### src/rtl/rf_read_scoreboard_if.sv
// rf_read_scoreboard_if: decode, register-file, writeback and execute-handoff signals of the register read stage.
interface rf_read_scoreboard_if #(
    parameter int XLEN = 32,
    parameter int NREG = 32
);
    localparam int AW = $clog2(NREG);
    logic            in_valid_i;
    logic            in_ready_o;
    logic [AW-1:0]   rs1_i;
    logic [AW-1:0]   rs2_i;
    logic [AW-1:0]   rd_i;
    logic            rd_we_i;
    logic [AW-1:0]   rf_a1_o;
    logic [AW-1:0]   rf_a2_o;
    logic [XLEN-1:0] rf_rd1_i;
    logic [XLEN-1:0] rf_rd2_i;
    logic            wb_valid_i;
    logic [AW-1:0]   wb_rd_i;
    logic [XLEN-1:0] wb_data_i;
    logic            retire_i;
    logic            flush_i;
    logic            out_valid_o;
    logic            out_ready_i;
    logic [XLEN-1:0] rs1_data_o;
    logic [XLEN-1:0] rs2_data_o;
    logic [AW-1:0]   out_rd_o;
    logic            out_rd_we_o;
    modport slave (
        input  in_valid_i, rs1_i, rs2_i, rd_i, rd_we_i, rf_rd1_i, rf_rd2_i,
               wb_valid_i, wb_rd_i, wb_data_i, retire_i, flush_i, out_ready_i,
        output in_ready_o, rf_a1_o, rf_a2_o, out_valid_o, rs1_data_o, rs2_data_o,
               out_rd_o, out_rd_we_o
    );
    modport master (
        output in_valid_i, rs1_i, rs2_i, rd_i, rd_we_i, rf_rd1_i, rf_rd2_i,
               wb_valid_i, wb_rd_i, wb_data_i, retire_i, flush_i, out_ready_i,
        input  in_ready_o, rf_a1_o, rf_a2_o, out_valid_o, rs1_data_o, rs2_data_o,
               out_rd_o, out_rd_we_o
    );
endinterface

### src/rtl/rf_read_scoreboard.sv
// rf_read_scoreboard: operand read with writeback bypass, pending-register hazard stall and a one-entry output register.
module rf_read_scoreboard #(
    parameter int XLEN         = 32,
    parameter int NREG         = 32,
    parameter int MAX_INFLIGHT = 4
) (
    input logic clk,
    input logic rst_n,
    rf_read_scoreboard_if.slave bus
);
    localparam int AW = $clog2(NREG);
    localparam int CW = $clog2(MAX_INFLIGHT + 1);
    logic [NREG-1:0] pending;
    logic [NREG-1:0] pending_nx;
    logic [CW-1:0]   inflight;
    logic [CW-1:0]   inflight_nx;
    logic [CW:0]     up;
    logic [CW:0]     dn;
    logic            haz;
    logic            ready;
    logic            fire;
    logic            kill;
    logic            out_valid;
    logic [XLEN-1:0] rs1_data;
    logic [XLEN-1:0] rs2_data;
    logic [XLEN-1:0] op1;
    logic [XLEN-1:0] op2;
    logic [AW-1:0]   out_rd;
    logic            out_rd_we;
    assign bus.rf_a1_o     = bus.rs1_i;
    assign bus.rf_a2_o     = bus.rs2_i;
    assign bus.in_ready_o  = ready;
    assign bus.out_valid_o = out_valid;
    assign bus.rs1_data_o  = rs1_data;
    assign bus.rs2_data_o  = rs2_data;
    assign bus.out_rd_o    = out_rd;
    assign bus.out_rd_we_o = out_rd_we;
    always_comb begin
        haz   = (bus.rs1_i != '0 && pending[bus.rs1_i]) ||
                (bus.rs2_i != '0 && pending[bus.rs2_i]) ||
                (bus.rd_we_i && bus.rd_i != '0 && pending[bus.rd_i]);
        ready = !bus.flush_i && !haz && (!out_valid || bus.out_ready_i) &&
                (inflight < CW'(MAX_INFLIGHT) || bus.retire_i);
        fire  = bus.in_valid_i && ready;
        kill  = bus.flush_i && out_valid && out_rd_we && out_rd != '0;
        op1   = bus.rs1_i == '0 ? '0 :
                (bus.wb_valid_i && bus.wb_rd_i == bus.rs1_i) ? bus.wb_data_i : bus.rf_rd1_i;
        op2   = bus.rs2_i == '0 ? '0 :
                (bus.wb_valid_i && bus.wb_rd_i == bus.rs2_i) ? bus.wb_data_i : bus.rf_rd2_i;
    end
    // Issue set is applied last so it wins over a clear of the same register.
    always_comb begin
        pending_nx = pending;
        if (bus.wb_valid_i) pending_nx[bus.wb_rd_i] = 1'b0;
        if (kill) pending_nx[out_rd] = 1'b0;
        if (fire && bus.rd_we_i) pending_nx[bus.rd_i] = 1'b1;
        pending_nx[0] = 1'b0;
    end
    // A retire with nothing in flight is dropped; the result never goes below zero.
    always_comb begin
        up          = {1'b0, inflight} + (CW+1)'(fire);
        dn          = (CW+1)'(bus.retire_i && inflight != '0) + (CW+1)'(kill);
        inflight_nx = up > dn ? CW'(up - dn) : '0;
    end
    always_ff @(posedge clk or negedge rst_n) begin
        if (!rst_n) begin
            pending   <= '0;
            inflight  <= '0;
            out_valid <= 1'b0;
            rs1_data  <= '0;
            rs2_data  <= '0;
            out_rd    <= '0;
            out_rd_we <= 1'b0;
        end else begin
            pending  <= pending_nx;
            inflight <= inflight_nx;
            if (bus.flush_i) begin
                out_valid <= 1'b0;
            end else if (fire) begin
                out_valid <= 1'b1;
                rs1_data  <= op1;
                rs2_data  <= op2;
                out_rd    <= bus.rd_i;
                out_rd_we <= bus.rd_we_i;
            end else if (bus.out_ready_i) begin
                out_valid <= 1'b0;
            end
        end
    end
endmodule

### src/flat_wrapper.sv
// flat-port wrapper written by rule: the top's interface ports become plain ports
module rf_read_scoreboard_flat 
#(
    parameter int XLEN         = 32,
    parameter int NREG         = 32,
    parameter int MAX_INFLIGHT = 4
)
  (clk, rst_n, bus_in_valid_i, bus_rs1_i, bus_rs2_i, bus_rd_i, bus_rd_we_i, bus_rf_rd1_i, bus_rf_rd2_i, bus_wb_valid_i, bus_wb_rd_i, bus_wb_data_i, bus_retire_i, bus_flush_i, bus_out_ready_i, bus_in_ready_o, bus_rf_a1_o, bus_rf_a2_o, bus_out_valid_o, bus_rs1_data_o, bus_rs2_data_o, bus_out_rd_o, bus_out_rd_we_o);
  rf_read_scoreboard_if #(.XLEN(XLEN), .NREG(NREG)) bus_i ();
  input logic clk;
  input logic rst_n;
  input wire logic [$bits(bus_i.in_valid_i)-1:0] bus_in_valid_i;
  input wire logic [$bits(bus_i.rs1_i)-1:0] bus_rs1_i;
  input wire logic [$bits(bus_i.rs2_i)-1:0] bus_rs2_i;
  input wire logic [$bits(bus_i.rd_i)-1:0] bus_rd_i;
  input wire logic [$bits(bus_i.rd_we_i)-1:0] bus_rd_we_i;
  input wire logic [$bits(bus_i.rf_rd1_i)-1:0] bus_rf_rd1_i;
  input wire logic [$bits(bus_i.rf_rd2_i)-1:0] bus_rf_rd2_i;
  input wire logic [$bits(bus_i.wb_valid_i)-1:0] bus_wb_valid_i;
  input wire logic [$bits(bus_i.wb_rd_i)-1:0] bus_wb_rd_i;
  input wire logic [$bits(bus_i.wb_data_i)-1:0] bus_wb_data_i;
  input wire logic [$bits(bus_i.retire_i)-1:0] bus_retire_i;
  input wire logic [$bits(bus_i.flush_i)-1:0] bus_flush_i;
  input wire logic [$bits(bus_i.out_ready_i)-1:0] bus_out_ready_i;
  output wire logic [$bits(bus_i.in_ready_o)-1:0] bus_in_ready_o;
  output wire logic [$bits(bus_i.rf_a1_o)-1:0] bus_rf_a1_o;
  output wire logic [$bits(bus_i.rf_a2_o)-1:0] bus_rf_a2_o;
  output wire logic [$bits(bus_i.out_valid_o)-1:0] bus_out_valid_o;
  output wire logic [$bits(bus_i.rs1_data_o)-1:0] bus_rs1_data_o;
  output wire logic [$bits(bus_i.rs2_data_o)-1:0] bus_rs2_data_o;
  output wire logic [$bits(bus_i.out_rd_o)-1:0] bus_out_rd_o;
  output wire logic [$bits(bus_i.out_rd_we_o)-1:0] bus_out_rd_we_o;
  assign bus_i.in_valid_i = bus_in_valid_i;
  assign bus_i.rs1_i = bus_rs1_i;
  assign bus_i.rs2_i = bus_rs2_i;
  assign bus_i.rd_i = bus_rd_i;
  assign bus_i.rd_we_i = bus_rd_we_i;
  assign bus_i.rf_rd1_i = bus_rf_rd1_i;
  assign bus_i.rf_rd2_i = bus_rf_rd2_i;
  assign bus_i.wb_valid_i = bus_wb_valid_i;
  assign bus_i.wb_rd_i = bus_wb_rd_i;
  assign bus_i.wb_data_i = bus_wb_data_i;
  assign bus_i.retire_i = bus_retire_i;
  assign bus_i.flush_i = bus_flush_i;
  assign bus_i.out_ready_i = bus_out_ready_i;
  assign bus_in_ready_o = bus_i.in_ready_o;
  assign bus_rf_a1_o = bus_i.rf_a1_o;
  assign bus_rf_a2_o = bus_i.rf_a2_o;
  assign bus_out_valid_o = bus_i.out_valid_o;
  assign bus_rs1_data_o = bus_i.rs1_data_o;
  assign bus_rs2_data_o = bus_i.rs2_data_o;
  assign bus_out_rd_o = bus_i.out_rd_o;
  assign bus_out_rd_we_o = bus_i.out_rd_we_o;
  rf_read_scoreboard #(.XLEN(XLEN), .NREG(NREG), .MAX_INFLIGHT(MAX_INFLIGHT)) u_core (.clk(clk), .rst_n(rst_n), .bus(bus_i));
endmodule
### config.mk
export PLATFORM = sky130hd
export DESIGN_NAME = rf_read_scoreboard_flat
export DESIGN_NICKNAME = d
export VERILOG_FILES = /design/src/rtl/rf_read_scoreboard_if.sv /design/src/rtl/rf_read_scoreboard.sv /design/src/flat_wrapper.sv
export SDC_FILE = /design/constraint.sdc
export NUM_CORES = 1
export LEC_CHECK = 0
export ABC_AREA = 1
export CAP_MARGIN = 40
export CORE_MARGIN = 2
export CORE_UTILIZATION = 49
export CTS_CLUSTER_DIAMETER = 200
export CTS_CLUSTER_SIZE = 24
export DETAILED_ROUTE_END_ITERATION = 7
export PLACE_DENSITY = 0.91
export SETUP_SLACK_MARGIN = 0.02
export SLEW_MARGIN = 20
export SYNTH_ARGS = -nofsm -noshare
export SYNTH_HDL_FRONTEND = slang
export SYNTH_SLANG_ARGS = --single-unit
### constraint.sdc
create_clock -name clk -period 3.2 [get_ports clk]
set_input_delay 0.48 -clock clk [delete_from_list [all_inputs] [get_ports clk]]
set_output_delay 0.48 -clock clk [all_outputs]
set_load 0.1 [all_outputs]
# Word-level counts from Yosys, hierarchy flattened
# Cells that the tools add are included.
[word_totals] out_inout_bits=82 latch_bits=0 regBits=105 ram_bits=0 romBits=0 inputBits=124 memories=0
[op_classes] eq_ne=2 n_reduce_logical=34 n_addsub=3 div_mod_pow=0 mux=23 n_mul=0 order_cmp=10 bitwise=6 shifts=0
[ops] op="32-bit 2-to-1 mux" n=7
[ops] op="32-bit AND" n=2
[ops] op="32-bit inverter" n=2
[ops] op="32-bit bitwise OR" n=1
[ops] op="5-bit by 6-bit less-than comparator with 1-bit output (second input constant)" n=5
[ops] op="5-bit nonzero test" n=4
[ops] op="1-bit logical AND" n=18
[ops] op="1-bit binary-select mux with 5-bit select" n=3
[ops] op="1-bit demux with 5-bit select" n=3
[ops] op="5-bit by 1-bit >= comparator with 1-bit output (second input constant)" n=3
[ops] op="5-bit == test" n=2
[ops] op="5-bit zero test" n=2
[ops] op="1-bit 2-to-1 mux" n=9
[ops] op="3-bit nonzero test" n=2
[ops] op="3-bit by 1-bit adder with 4-bit output" n=1
[ops] op="4-bit by 2-bit > comparator with 1-bit output" n=1
[ops] op="1-bit logical OR" n=4
[ops] op="1-bit zero test" n=3
[ops] op="3-bit less-than comparator (second input constant)" n=1
[ops] op="3-bit 2-to-1 mux" n=1
[ops] op="3-bit subtractor" n=1
[ops] op="1-bit by 1-bit adder with 2-bit output" n=1
[ops] op="2-bit AND reduction" n=1
[ops] op="1-bit inverter" n=1

# Depth between registers and ports, before layout
# Gate-level depths: netlist (run 1).
[depth] ltp_word=13 ltp_mapped=27 mapped_depth_nobuf=24

# Worst setup path before layout (run 1)
# Ideal clock, no wire load.
[synth_path] path_kind="in2reg" start="input bus_rs2_i[0]" end="register u_core.inflight[0]" slack_ps=10 n_path_buf=2 stages=21 t_arrival_ps=3127 path_cell_list="buf_2 -> clkinv_1 -> nand2_1 -> nand3_1 -> a21boi_0 -> nor2_1 -> nand2_1 -> nand2_1 -> nand3_1 -> nor2_2 -> nand2_1 -> buf_2 -> inv_1 -> ha_1 -> ha_1 -> ha_1 -> nand2_1 -> inv_1 -> o21a_1 -> or2_2 -> inv_1"
[synth_between] elab_chain_len=13 elab_cells_between_ends=15
[synth_lines] element="from (decl)" line_no="flat_wrapper.sv:14" text="input wire logic [$bits(bus_i.rs2_i)-1:0] bus_rs2_i;"
[synth_lines] element="1-bit binary-select mux with 5-bit select" line_no="rf_read_scoreboard.sv:40" text="(bus.rs2_i != '0 && pending[bus.rs2_i]) ||"
[synth_lines] element="1-bit 2-to-1 mux (not written as such)" line_no="rf_read_scoreboard.sv:40"
[synth_lines] element="1-bit logical AND *" line_no="rf_read_scoreboard.sv:40"
[synth_lines] element="1-bit logical OR *" line_no="rf_read_scoreboard.sv:39" text="haz = (bus.rs1_i != '0 && pending[bus.rs1_i]) ||"
[synth_lines] element="1-bit logical OR *" line_no="rf_read_scoreboard.sv:40"
[synth_lines] element="1-bit zero test *" line_no="rf_read_scoreboard.sv:42" text="ready = !bus.flush_i && !haz && (!out_valid || bus.out_ready_i) &&"
[synth_lines] element="1-bit logical AND * (3 in series)" line_no="rf_read_scoreboard.sv:42"
[synth_lines] element="1-bit logical AND *" line_no="rf_read_scoreboard.sv:44" text="fire = bus.in_valid_i && ready;"
[synth_lines] element="3-bit by 1-bit adder with 4-bit output *" line_no="rf_read_scoreboard.sv:61" text="up = {1'b0, inflight} + (CW+1)'(fire);"
[synth_lines] element="4-bit by 2-bit > comparator with 1-bit output or 3-bit subtractor (tied branches)" line_no="rf_read_scoreboard.sv:63" text="inflight_nx = up > dn ? CW'(up - dn) : '0;"
[synth_lines] element="3-bit 2-to-1 mux *" line_no="rf_read_scoreboard.sv:63"
[synth_lines] element="net u_core.inflight_nx[0]" line_no="rf_read_scoreboard.sv:16" text="logic [CW-1:0] inflight_nx;"
[synth_lines] element="to (signal assigned)" line_no="rf_read_scoreboard.sv:76" text="inflight <= inflight_nx;"
[synth_lines] element="to (decl)" line_no="rf_read_scoreboard.sv:15" text="logic [CW-1:0] inflight;"
# The timed path passes the listed nets; every way through them passes the cells marked *. The select of a mux whose other input is x is not followed.
# A chain may end at the register's enable or synchronous reset.

# Worst setup path in the final report (run 1)
[layout_path] start="input bus_rs2_i[0]" end="output bus_in_ready_o"
[layout_between] elab_chain_len=9 elab_cells_between_ends=10
[layout_lines] element="1-bit binary-select mux with 5-bit select" line_no="rf_read_scoreboard.sv:40"
[layout_lines] element="1-bit 2-to-1 mux (not written as such)" line_no="rf_read_scoreboard.sv:40"
[layout_lines] element="1-bit logical AND *" line_no="rf_read_scoreboard.sv:40"
[layout_lines] element="1-bit logical OR *" line_no="rf_read_scoreboard.sv:39"
[layout_lines] element="1-bit logical OR *" line_no="rf_read_scoreboard.sv:40"
[layout_lines] element="1-bit zero test *" line_no="rf_read_scoreboard.sv:42"
[layout_lines] element="1-bit logical AND * (3 in series)" line_no="rf_read_scoreboard.sv:42"
[layout_lines] element="to (decl)" line_no="flat_wrapper.sv:25" text="output wire logic [$bits(bus_i.in_ready_o)-1:0] bus_in_ready_o;"
# Every way passes the cells marked *; elsewhere a longest branch is shown, timed or not. The select of a mux whose other input is x is not followed.

==> results of run 1 <==
[registers in the layout (all words and copies together) (netlist names)]
register and cells:
u_core.bus.out_rd_o 5, u_core.inflight 3, u_core.bus.out_valid_o 1, u_core.pending 31
u_core.bus.rs1_data_o 32, u_core.bus.rs2_data_o 32, u_core.bus.out_rd_we_o 1
[worst max-delay path, cell delays in order]
cell             delay, ns
clkdlybuf4s15_1       0.34
buf_6                 0.20
nand2_1               0.07
nand3_1               0.08
nand2_1               0.05
nand2_1               0.05
nand2_1               0.04
nor2_1                0.13
nand2_1               0.07
nand2_1               0.08
nand3_1               0.12
nor2_4                0.12
buf_4                 0.47
buf_12                0.25
[power by group]
| group | switching [mW] | internal [mW] |
|---|---|---|
| Clock | 0.505 | 0.626 |
| Sequential | 0.284 | 1.68 |
| Combinational | 3.27 | 1.11 |
[path summary, 6_finish.rpt]
path,end,slack [ns],cells after the start
setup / recovery,bus_in_ready_o,0.16,14
hold / removal,u_core.bus.out_valid_o,0.14,1
setup reg to reg,u_core.inflight[0],0.32,21
hold reg to reg,u_core.bus.rs2_data_o[12],0.47,2
max in group asynchronous,u_core.bus.rs2_data_o[1],2.32,2
min in group clk,u_core.bus.out_rd_o[2],0.47,3
[placed cells by master (no fill, tap or decap), types with 6 or more instances in the layout]
cell,count
a21oi_1,79
buf_12,6
buf_4,125
buf_8,19
clkbuf_16,10
clkdlybuf4s50_1,129
dfrtp_1,105
dlymetal6s2s_1,10
inv_1,86
nand2_1,375
nand3_1,108
nand4_1,95
nor2_1,46
nor3_1,21
nor3_2,8
o211ai_1,11
o21ai_0,19
o221ai_1,21
o22ai_1,6
[per-stage QoR]
step / total power [mW] / instance area (µm²) / hold WS (ns) / utilization
after floorplan: 4.90 / 7320 / 0.184 / -
after detailed placement: 6.31 / 9900 / 0.458 / 0.678
after global routing: 7.70 / 10300 / 0.205 / 0.707
after global placement: 5.97 / 9610 / 0.456 / 0.659
after CTS: 7.44 / 10200 / 0.178 / 0.699
final: 7.46 / 10300 / 0.142 / 0.707
[logic make-up after synthesis]
group / Yosys count / synth area share
compound gates: 146 / 0.117
xor+xnor: 5 / 0.00598
fa+ha+maj: 6 / 0.0113
buf+inv: 178 / 0.110
flops: 105 / 0.359
simple gates: 660 / 0.396
[Yosys cell counts (2+ instances only)]
cell type / n / area, µm²
buf_6: 9 / 101
clkbuf_1: 41 / 154
dfrtp_1: 105 / 2630
inv_2: 2 / 7.51
ha_1: 5 / 62.6
a21oi_1: 82 / 410
a21boi_0: 2 / 15.0
o211ai_1: 11 / 82.6
xor2_1: 5 / 43.8
nand4_1: 95 / 594
nand3_1: 108 / 541
o221ai_1: 21 / 184
o22ai_1: 6 / 37.5
o21ai_0: 19 / 95.1
buf_2: 20 / 100
nand2_1: 376 / 1410
inv_1: 88 / 330
nor3_1: 29 / 145
buf_1: 4 / 15.0
buf_4: 12 / 90.1
nor2_1: 48 / 180
[metal layers]
| layer | vias to the layer above | GRT usage | wire [µm] |
|---|---|---|---|
| met5 | - | 0 | 0 |
| met4 | 0 | 0.184 | 1530 |
| met3 | 129 | 0.0612 | 3290 |
| met2 | 669 | 0.553 | 13000 |
| met1 | 4191 | 0.462 | 10500 |
| li1 | 4135 | - | - |
[final cells by class]
class | instances | area share
repair buffers | 294 | 0.274
clock buffers | 11 | 0.0235
inverters | 92 | 0.0345
clock inverters | 4 | 0.00498
well taps | 184 | 0.0223
multi-input cells | 817 | 0.386
flip-flops and latches | 105 | 0.255
[timing repair]
action | CTS | global route
cloned | 1 | 1
gates resized for setup | 3 | 25
setup endpoints to repair | 3 | 50
pin swaps | 0 | 0
==> reports/qor.yml, run 1 <==
first_pass_iters: 6
dp_cells: 1490
cts_root_buf: "clkbuf_16"
fmaxAchievable_ghz: 0.329
drt-total-wl_mm: 28.4
post_cts.repair.setup_buffers: 0
drt-wirelength-per-cell_um: 18.8
clock_sinks: 105
power_density_nw_per_um2: 724
worstSetupPathType: "in2out"
drive_gt1_frac: 0.146
max-cap-violations: 0
fillers: 1150
nets: 1449
dieArea_um2: 15900
area.growth.synth_to_final_pct: 40.9
yosysSeqAreaShare: 0.359
cts_tree: "built"
clk_pin_slew_ns: 0.07
drv_slew: 0
startpoint_type: "input port"
required_ns: 2.72
synth_area_um2: 7320
grt_pass1_vias: 8652
fin_ws_ns: 0.157
core_um2: 14600
hold_path_class: "in2async"
period_share: 0.951
diodes: 0
yosys_warnings: 0
drcViolationCount: 0
critical_path.reg2reg.startpoint: "u_core.pending[23]"
crit_path_max_fanout: 50
start_util: 0.502
track_usage: 0.351
pre_cts_ws_ns: -0.426
io_buffers: 205
gr-total-overflow: 0
rsz0062_at_grt: "false"
synth_edf_count: 0
synthDistinctLibCells: 33
die_y_um: 126
syn-num-nets: 1230
holdBufCountCts: 0
numCtsBuffers: 9
dieWidth_um: 126
fin_skew_ns: 0.0138
antenna_left: 0
multi_input_area_um2: 3980
grt_pass1_wl_mm: 44.9
final_cells: 1507
synth-async-reset-ratio: 1.00
finalSetupViolations: 0
gp_congestion: 1.02
dp_hpwl_mm: 20.7
cts_max_level: 3
tightest_slew_ns: 0.803
finalCriticalPeriod_ns: 3.04
syn_avg_cell_area_um2: 6.65
grt_max_degree: 72
synthCells: 1100
viasPerCell: 6.05
crit_arrival_ns: 2.56
status: "complete, no violations"
seqCellArea_um2: 2630
finalSetupTns_ns: 0
vias: 9124
end_kind: "output port"
ys.flop_type: "dfrtp_1"
num_io_pins: 206
antenna_found_initial: 0
clk_latency_ns: 0.36
ir_drop_mv: 0.670
hold_violations: 0
rows: 44
first_iter_violations: 1294
cts_buffer_depth: 2
slew_headroom: 0.461
ys_ff_latch: 105
power.leakage_nw: 5.18
critPathLaunch: "bus_rs2_i[0]"
No activity file was read; power rests on OpenSTA's default activity.
==> run 2, diff against run 1 <==
CORE_MARGIN = not set   (was 2)
==> reports/qor.yml, run 2 (same netlist as run 1, synthesis figures left out) <==
rows: 44  # unchanged
drv_slew: 0  # unchanged
cts_buffer_depth: 2  # unchanged
reg2reg_slack_ns: 0.35  # +0.03 ns
power_density_nw_per_um2: 726  # +0.32%
finalSetupViolations: 0  # unchanged
diodes: 0  # unchanged
mostFrequentLayoutCells: "nand2_1, clkdlybuf4s50_1, buf_4, nand3_1, dfrtp_1"
hold_path_class: "in2async"
power.leakage_nw: 5.17  # about the same
fin_ws_ns: 0.208  # +0.0504 ns
antenna_found_initial: 0  # unchanged
worstSetupPathType: "in2reg"
path_buf_inv: 6  # +2
tightest_slew_ns: 0.780  # -0.0232 ns
dieArea_um2: 15400  # -3.1%
grt_pass1_wl_mm: 45.3  # +0.72%
timing.hold.ws_ns: 0.119  # -0.0226 ns
startpoint_type: "input port"
start_util: 0.504  # +0.00190
pre_cts_ws_ns: -0.347  # +0.0791 ns
io_buffers: 205  # unchanged
nets: 1450  # +0.069%
antenna_left: 0  # unchanged
hold_violations: 0  # unchanged
drt-total-wl_mm: 28.3  # -0.29%
first_pass_iters: 6  # unchanged
ir_drop_mv: 0.629  # -6.2%
highest_layer: "met4"
crit_path_max_fanout: 10  # -80%
rsz0062_at_grt: "false"
period_share: 0.935  # -0.0157
crit_chain: "clkdlybuf4s50_1 > buf_6 > a21oi_1 > o21ai_0 > nand3_1 > nand3_1 > nand3b_1 > nand2_1 > inv_1 > nor2_4 > nand2_2 > inv_1 > ha_1 > ha_4 > ha_1 > nand2_1 > inv_1 > o21a_1 > or2_2 > inv_1"
status: "complete, no violations"
internal_power_mw: 3.46  # +1.5%
vias: 9212  # +0.96%
cts_tree: "built"
viasPerCell: 6.10  # +0.83%
core_um2: 14500  # -0.38%
slowest_delay_ns: 0.53  # +0.06 ns
cts_root_buf: "clkbuf_16"
required_ns: 3.49  # +0.77 ns
final_common_cell: "nand2_1"
wl_met3_mm: 3.42  # +4.0%
fin_skew_ns: 0.0122  # -0.00166 ns
die_y_um: 124  # -1.6%
drt-wirelength-per-cell_um: 18.8  # -0.42%
slew_headroom: 0.476  # +0.0156
dieWidth_um: 124  # -1.6%
end_kind: "flop"
cp_top_family: "buffers and inverters"
drcViolationCount: 0  # unchanged
grt_max_degree: 72  # unchanged
track_usage: 0.364  # +0.0130
crit_arrival_ns: 3.28  # +0.72 ns
holdBufCountCts: 0  # unchanged
grt_pass1_vias: 8634  # -0.21%
crit_top_cell: "inv_1"
dp_hpwl_mm: 20.4  # -1.4%
p_comb_frac: 0.587  # about the same
clk_pin_slew_ns: 0.07  # about the same
dr_wl_met2_mm: 13.1  # +0.33%
slowest_stage: "clkdlybuf4s50_1"
fmaxAchievable_ghz: 0.334  # +1.7%
critical_path.reg2reg.startpoint: "u_core.pending[3]"
power_frac_clock: 0.153  # about the same
pwr-share-seq: 0.260  # -0.003
p_switching_mw: 4.04  # -0.27%
num_io_pins: 206  # unchanged
p_sw_frac: 0.539  # -0.00444
reg2reg_to: "u_core.inflight[0]"
gp_congestion: 1.01  # -1.5%
clk_latency_ns: 0.35  # about the same
finalCriticalPeriod_ns: 2.99  # -0.0504 ns
area.growth.synth_to_final_pct: 41.2
gr-total-overflow: 0  # unchanged
max-cap-violations: 0  # unchanged
cts_max_level: 3  # unchanged
drive_gt1_frac: 0.146  # -0.000220
first_iter_violations: 1455  # +12%
clock_sinks: 105  # unchanged
numCtsBuffers: 9  # unchanged
drt-met1-wl_mm: 10.6  # +0.10%
rr_worst_depth: 21  # unchanged
run 2: cell count changes in the layout (fill, tap and decap cells not counted), moves of 2 or more:
cell             before  now
buf_16                0    2
clkdlybuf4s50_1     129  131
dlygate4sd2_1         0    2
dlymetal6s2s_1       10    8
run 2: repair_timing:
action	CTS	global route
gates resized for setup	5	22
endpoints found under the setup margin	2	4
buffers inserted	0	0
pin swaps	0	1
run 2: power by group through the flow:
stage	Combinational (mW)	Clock (mW)	Sequential [mW]
4_1_cts	4.39	1.16	1.94
5_1_grt	4.56	1.21	1.99
3_3_place_gp	4.01	0	1.95
6_report	4.41	1.15	1.95
2_1_floorplan	0.760	0	4.14
3_5_place_dp	4.38	0	1.96
run 2: worst max-delay path by stage:
stage	startpoint	endpoint	slack, ns	cells past startpoint
after CTS	bus_rd_i[0]	u_core.inflight[0]	0.02	22
after detailed placement	bus_rd_i[4]	u_core.inflight[0]	-0.35	20
after global routing	bus_rs1_i[1]	u_core.inflight[1]	0.02	22
after floorplan	bus_rd_i[0]	u_core.inflight[0]	0.03	24
final	bus_rs1_i[1]	u_core.inflight[0]	0.21	20
after global placement	bus_rd_i[0]	u_core.inflight[0]	-0.27	22
run 2: area by class of cell:
cell class	count	area, µm²
timing repair buffer	295	2840
clock buffer	13	260
inverter	92	355
tap	184	230
sequential	105	2630
clock inverter	3	46.3
fill	1165	4200
multi-input combinational	817	3980
run 2: metrics by stage:
step           instance area, µm²  instances  power (mW)   util  TNS (ns)
2_1_floorplan                7320       1100        4.90      -         0
3_3_place_gp                 9610       1472        5.96  0.661     -6.04
3_5_place_dp                 9950       1493        6.33  0.684     -6.44
4_1_cts                     10300       1509        7.49  0.706         0
5_1_grt                     10300       1509        7.76  0.711         0
6_report                    10300       1509        7.50  0.711         0
run 2: routing by layer:
layer / up-vias / global-route usage
met5: - / 0
met4: 0 / 0.155
met3: 138 / 0.101
met2: 761 / 0.574
met1: 4177 / 0.465
li1: 4136 / -
run 2: worst register-to-register path: stages (launching register included):
cell and delay (ns):
dfrtp_1 0.44, inv_1 0.13, nand2_1 0.06, nand3_1 0.08, nand2_1 0.05, nand2_1 0.05, nand2_1 0.05, nor2_1 0.08
nand2_1 0.06, nand2_1 0.08, nand3_1 0.12, nor2_4 0.12, nand2_2 0.09, inv_1 0.07, ha_1 0.20, ha_4 0.22
ha_1 0.29, nand2_1 0.06, inv_1 0.04, o21a_1 0.18, or2_2 0.27, inv_1 0.05
